--- src/rtl/pq_rr_arbiter.sv ---
// Round-robin arbiter that shares one hardware priority queue among NREQ clients.
// One PQ operation is in flight at a time; dequeued entries are routed back to the winner.

package pq_pkg;
    localparam int KEY_WIDTH = 8;
    localparam int VAL_WIDTH = 8;
    localparam logic [KEY_WIDTH-1:0] KEYINF = '1;

    typedef struct packed {
        logic [KEY_WIDTH-1:0] key;
        logic [VAL_WIDTH-1:0] val;
    } kv_t;

    localparam kv_t KV_EMPTY = '{key: KEYINF, val: '0};
endpackage

module pq_rr_arbiter
    import pq_pkg::*;
#(
    parameter int NREQ = 4
) (
    input  logic            clk,
    input  logic            rst,
    input  logic [NREQ-1:0] req_enq,
    input  logic [NREQ-1:0] req_deq,
    input  kv_t             req_kv [NREQ],
    output logic [NREQ-1:0] gnt,
    output logic [NREQ-1:0] rsp_valid,
    output kv_t             rsp_kv,
    output logic            pq_enq,
    output logic            pq_deq,
    output kv_t             pq_kvi,
    input  kv_t             pq_kvo,
    input  logic            pq_busy,
    input  logic            pq_full,
    input  logic            pq_empty
);

    localparam int KV_W = KEY_WIDTH + VAL_WIDTH;
    localparam int PW   = $clog2(NREQ);
    localparam logic [NREQ-1:0] ONE = {{(NREQ-1){1'b0}}, 1'b1};

    typedef enum logic [1:0] {IDLE, ISSUE, WAIT, RESP} state_t;

    state_t          state, state_n;
    logic [PW-1:0]   ptr, ptr_n, cur, cur_n, win;
    logic            op_deq, op_deq_n, found, win_deq;
    logic [NREQ-1:0] deq_ok, elig;
    logic [NREQ-1:0] gnt_n, rsp_valid_n;
    logic            pq_enq_n, pq_deq_n;
    logic [KV_W-1:0] kvi_sel;
    kv_t             pq_kvi_n, rsp_kv_n;
    int              idx;

    // A deq takes precedence over an enq from the same requester when the PQ can serve it.
    assign deq_ok = req_deq & {NREQ{~pq_empty}};
    assign elig   = deq_ok | (req_enq & {NREQ{~pq_full}});

    always_comb begin
        found   = 1'b0;
        win     = '0;
        win_deq = 1'b0;
        idx     = 0;
        for (int k = 0; k < NREQ; k++) begin
            idx = int'(ptr) + k;
            if (idx >= NREQ) idx = idx - NREQ;
            if (!found && elig[PW'(idx)]) begin
                found   = 1'b1;
                win     = PW'(idx);
                win_deq = deq_ok[PW'(idx)];
            end
        end
    end

    assign kvi_sel = req_kv[win];

    // Next-state logic also computes the next value of every registered output.
    always_comb begin
        state_n     = state;
        ptr_n       = ptr;
        cur_n       = cur;
        op_deq_n    = op_deq;
        gnt_n       = '0;
        rsp_valid_n = '0;
        pq_enq_n    = 1'b0;
        pq_deq_n    = 1'b0;
        pq_kvi_n    = KV_EMPTY;
        rsp_kv_n    = rsp_kv;
        case (state)
            IDLE: begin
                if (found) begin
                    state_n  = ISSUE;
                    cur_n    = win;
                    op_deq_n = win_deq;
                    gnt_n    = ONE << win;
                    pq_enq_n = ~win_deq;
                    pq_deq_n = win_deq;
                    pq_kvi_n = win_deq ? KV_EMPTY : kv_t'(kvi_sel);
                end
            end
            ISSUE: begin
                state_n = WAIT;
                ptr_n   = (cur == PW'(NREQ - 1)) ? '0 : cur + 1'b1;
            end
            WAIT: begin
                if (!pq_busy) begin
                    if (op_deq) begin
                        state_n     = RESP;
                        rsp_kv_n    = pq_kvo;
                        rsp_valid_n = ONE << cur;
                    end else begin
                        state_n = IDLE;
                    end
                end
            end
            RESP: begin
                state_n = IDLE;
            end
            default: state_n = IDLE;
        endcase
    end

    always_ff @(posedge clk or posedge rst) begin
        if (rst) begin
            state     <= IDLE;
            ptr       <= '0;
            cur       <= '0;
            op_deq    <= 1'b0;
            gnt       <= '0;
            rsp_valid <= '0;
            pq_enq    <= 1'b0;
            pq_deq    <= 1'b0;
            pq_kvi    <= KV_EMPTY;
            rsp_kv    <= KV_EMPTY;
        end else begin
            state     <= state_n;
            ptr       <= ptr_n;
            cur       <= cur_n;
            op_deq    <= op_deq_n;
            gnt       <= gnt_n;
            rsp_valid <= rsp_valid_n;
            pq_enq    <= pq_enq_n;
            pq_deq    <= pq_deq_n;
            pq_kvi    <= pq_kvi_n;
            rsp_kv    <= rsp_kv_n;
        end
    end

endmodule

--- config.mk ---
export PLATFORM = sky130hd
export DESIGN_NAME = pq_rr_arbiter
export DESIGN_NICKNAME = d
export VERILOG_FILES = /design/src/rtl/pq_rr_arbiter.sv
export SDC_FILE = /design/constraint.sdc
export NUM_CORES = 1
export LEC_CHECK = 0
export BUFFER_PORTS_ARGS = -buffer_cell sky130_fd_sc_hd__buf_2
export CORE_ASPECT_RATIO = 0.7
export CORE_UTILIZATION = 34
export CTS_CLUSTER_SIZE = 30
export DETAILED_ROUTE_END_ITERATION = 8
export SLEW_MARGIN = 20
export SYNTH_ARGS = -nofsm -noshare
export SYNTH_HDL_FRONTEND = slang
export SYNTH_SLANG_ARGS = --single-unit
--- constraint.sdc ---
create_clock -name clk -period 2.8 [get_ports clk]
set_input_delay 0.14 -clock clk [delete_from_list [all_inputs] [get_ports clk]]
set_output_delay 0.14 -clock clk [all_outputs]
set_load 0.01 [all_outputs]
Word level (Yosys, flattened, before mapping)

Cells that the tools add are included.

Output and inout bits: 42
Logic and storage cells: 115
Flip-flop bits (word level): 49
Bits of input ports: 93

Reduce and logical (&&, ||, !) cells: 10
Bitwise gates (word level): 8
Order comparisons: 9
Shift operators: 2
Mux-type cells: 60
Equal/unequal tests: 6
Add/sub/neg operators: 8

Operators with widths:

| cell                                                               | number |
|---|---|
| two-way mux 16 bit                                                 | 5 |
| binary-select mux 16 bit (select 2 bit)                            | 1 |
| two-way mux 1 bit                                                  | 28 |
| two-way mux 2 bit                                                  | 12 |
| two-way mux 4 bit                                                  | 5 |
| binary-select mux 1 bit (select 2 bit)                             | 8 |
| less-than comparator 2 x 4 -> 1 bit (second input constant)        | 4 |
| greater-or-equal comparator 3 bit (second input constant)          | 4 |
| AND 4 bit                                                          | 2 |
| case mux 2 bit (4 select lines)                                    | 1 |
| left shift 1 x 2 -> 4 bit (first input constant)                   | 2 |
| subtractor 2 x 1 -> 2 bit (second input constant)                  | 4 |
| adder 2 x 2 -> 3 bit (second input constant)                       | 2 |
| == test 2 bit (second input constant)                              | 3 |
| inequality test 2 bit (second input constant)                      | 2 |
| inverter 1 bit                                                     | 4 |
| OR 4 bit                                                           | 1 |
| AND reduction 2 bit                                                | 2 |
| adder 2 x 1 -> 3 bit (second input constant)                       | 1 |
| greater-or-equal comparator 2 x 3 -> 1 bit (second input constant) | 1 |
| logical AND 1 bit                                                  | 3 |
| zero test 1 bit                                                    | 3 |
| inverter 2 -> 3 bit                                                | 1 |
| AND reduction 3 bit                                                | 1 |
| other kinds (3)                                                    | 3 |

Longest topological paths before layout

Depth after elaboration: 23
Mapped depth: 10
Depth with buffers taken out: 7

Worst setup path before layout

No wires, ideal clock.

Kind: flip-flop to flip-flop
From: reg ptr[0]
To: reg op_deq
Library setup time: 0.138 ns
Stages on the path, launching flop included: 10
Buffers on the path: 2
Clock period less this slack: 2.325 ns
Slack: 0.475 ns
Arrival time: 2.187 ns
Path through: dfrtp_1 buf_6 mux4_2 nand2b_1 o311ai_1 or4_1 or3_1 buf_6 clkinv_4 a21oi_1

Longest elaborated chain between the ends: 16
Elaborated cells on any way between the ends: 54
Those cells by class: add/sub (7); order compare (4); mux (36); reduce/logical (7)

Ends and longest elaborated chain:

| item                                                          | line | text |
|---|---|---|
| start: declaration                                            | 46   | `logic [PW-1:0] ptr, ptr_n, cur, cur_n, win;` |
| start signal: assignment                                      | 137  | `ptr <= ptr_n;` |
| branches (longest 16 deep; another with adder 2 x 1 -> 3 bit) | n/a  |  |
| end signal: assignment                                        | 139  | `op_deq <= op_deq_n;` |
| end: declaration                                              | 47   | `logic op_deq, op_deq_n, found, win_deq;` |

Parallel ways; which one is timed is not known. The select of a mux whose other input is x is not followed.
A chain may end at the register's enable or synchronous reset.

==> metrics <==
post-place setup slack=0.0771 ns; fraction of registers with async set or reset after synthesis=1.00; slew at the pin closest to its max-slew limit=between 0.9 and 1 ns; sequential area share after synthesis=0.455; hold violation total from the final report=27; critical-path maximum fanout=10; flop and latch count out of synthesis=49; highest clock frequency the design can meet=a little under 400 MHz; total standard cell area after synthesis=0.00274 mm^2; category of the critical setup timing path=flip-flop to flip-flop; proportion of layout cells with a drive suffix above 1=0.531; Remaining DRCs=0; non-filler cells in the finished layout=roughly 480; Final Worst Setup Slack=around 0.26 ns; power density normalized to cell area=about 950 mW/mm^2; Sum Neg Setup Slack=0 ns; post-route standard cell area excluding fillers=roughly 0.0037 mm^2; clock skew after layout=around 0.0065 ns; Slew headroom=0.388; met2 Resource Use GR=0.250; floorplan die area=between 0.008 and 0.009 mm^2; outcome=finished with violations; violations in the final reports=hold timing; number of placement rows=26; placeable core region=0.00755 mm^2; CTS root buffer=sky130_fd_sc_hd__clkbuf_16; Yosys warnings=0; HP Class=input port to async pin; biggest area contributors in the synthesized netlist=sky130_fd_sc_hd__dfrtp_1, sky130_fd_sc_hd__dfstp_2, sky130_fd_sc_hd__mux2_2; Yosys top cell by area=sky130_fd_sc_hd__dfrtp_1; Global Route met3 Usage=0.0570; Post-CTS Setup Inserts=0; Mapped Cells=roughly 250; capturing element type of the critical path=flip-flop; number of setup violations in the final report=0; pin count of the biggest net entering global routing=50; Area growth, synth to finish=34.7%; number of synthesized flops with an enable pin=0; Detailed Route WL=slightly above 7000 um; Num CTS Buffers=5; first-pass iteration count of the detailed router=4; count of antenna-violating nets left after detailed routing=0; cell class contributing the biggest share of worst-path delay=simple AND/OR/NAND/NOR gates; number of antenna violations at the first check in global routing=1; worst hold slack across all endpoints=-0.00549 ns; final RePlAce weighted congestion=approximately 0.86; share of the synthesized area in the top cell type=0.301; Avg Vias per Cell=around 5.2; number of violations reported at the end of detailed-routing iteration 0=121; Diodes inserted=0; Die X-Extent=between 100 and 150 um; routing usage on met1=0.240; peak-usage layer in the global routing report=met2; via count of the first global-routing pass=2,303; # IOs=135; effective utilization at floorplan=0.363; Slew Limit Fails=0; multi-input gate area in the final layout=approximately 0.0014 mm^2; per-instance average area after synthesis=around 11 um^2; shortest clock period the worst path allows after layout=approximately 2.5 ns; Worst-path clk slew=roughly 0.070 ns; port bufs=between 100 and 150; Layout fillers=711; post-route clock period utilization=0.909; max-cap check violation count=0; Critical Path Source Type=flip-flop; count of hold-fix buffers inserted at cts=0; total global routing track utilization=0.170; global route total overflow=0; worst ir drop on vdd=0.426 mV; most numerous cell in the Yosys netlist=sky130_fd_sc_hd__dfrtp_1; share of the core filled with cells=0.489; cell area reported after detailed placement=0.00354 mm^2; Detail Placement HPWL=5560 um; Final #Nets=480; area of all sequential standard cells=0.00125 mm^2; number of buffers and inverters on the critical path=1; post-synthesis cell type count=43; reported leakage power=around 1.8 nW; number of vias in the routed layout=between 2,000 and 2,500; insertion delay to the later sink of the worst-skew pair=~0.28 ns; placed cell count=between 400 and 500; endpoint arrival time on the critical path=2.73 ns; per-cell routed wire length=between 15 and 20 um; number of buffers between clock root and the deepest sink=2; most common flop cell mapped by yosys=sky130_fd_sc_hd__dfrtp_1; CP max-delay cell=sky130_fd_sc_hd__or4_1; die extent in y=between 70 and 80 um; critical path data required time=approximately 3 ns; Net Count, Synth=about 340; first-pass GRT wire length=11,200 um; cells resized by post-CTS repair=0; stage delay of the slowest cell on the critical path=0.56 ns; Max H-tree Level=2; unrepaired setup endpoints after global routing=false; clock sink total=slightly below 50; commonest cells in the synthesized netlist=sky130_fd_sc_hd__dfrtp_1, sky130_fd_sc_hd__nand2_1, sky130_fd_sc_hd__mux2i_1; CTS tree=done; crit path cell chain=mux4_2, nand2b_1, o311ai_1, or4_1, or3_4, clkinv_4, o211ai_2
[state kept, by name (all words and copies together) (netlist names)]
register,flops
gnt,4
pq_enq,1
pq_kvi,16
pq_deq,1
op_deq,1
cur,2
rsp_kv,16
state,2
ptr,2
rsp_valid,4
[cells by family after synthesis]
group                      Yosys count  synth area share
and+or+nand+nor                     69             0.128
AOI/OAI and AO/OA                   68             0.217
DFF                                 49             0.455
muxes                               37             0.147
buffers and inverters               19            0.0351
adders and majority gates            4            0.0183
[metrics by stage]
step / hold WS, ns / power [mW]
floorplan: 0.287 / 2.34
global placement: 0.376 / 2.89
CTS: 0.0842 / 3.52
global route: 0.0617 / 3.76
detailed placement: 0.380 / 2.91
finish: -0.00549 / 3.49
[power by group]
part | internal (mW) | total [mW] | switching, mW
Combinational | 0.736 | 1.68 | 0.945
Sequential | 1.07 | 1.23 | 0.156
Clock | 0.333 | 0.583 | 0.250
Total | 2.14 | 3.49 | 1.35
[metal layers]
| layer | part of all wire | up-vias | wire length (um) |
|---|---|---|---|
| li1 | - | 1205 | - |
| met1 | 0.46 | 1135 | 3300 |
| met2 | 0.42 | 141 | 3060 |
| met3 | 0.11 | 7 | 815 |
| met4 | 0.0058 | 2 | 42 |
| met5 | 0.0014 | - | 10 |
[worst paths after layout]
check,cells after the start,to,slack (ns),startpoint
min in group clk,2,rsp_kv[13],0.09,pq_kvo[13]
max reg2reg,7,pq_kvi[9],0.26,ptr[0]
max in group asynchronous,2,pq_kvi[1],2.33,rst
min,2,pq_enq,-0.005,rst
min reg2reg,1,state[0],0.48,state[0]
max,7,pq_kvi[9],0.26,ptr[0]
[layout make-up]
class,count,area share
multi-input cells,178,0.384
clock inverters,2,0.00373
well taps,98,0.0332
inverters,7,0.00881
clock buffers,6,0.0349
repair buffers,142,0.198
flip-flops and latches,49,0.337
[cell usage in the layout, fill, tap and decap left out, drive strengths merged, types with 12 or more instances in the layout]
cell type / instances
buf: 142
dfrtp: 33
dfstp: 16
mux2: 17
mux2i: 19
nand2: 20
nand2b: 12
nor2: 14
No activity file was read; power rests on OpenSTA's default activity.
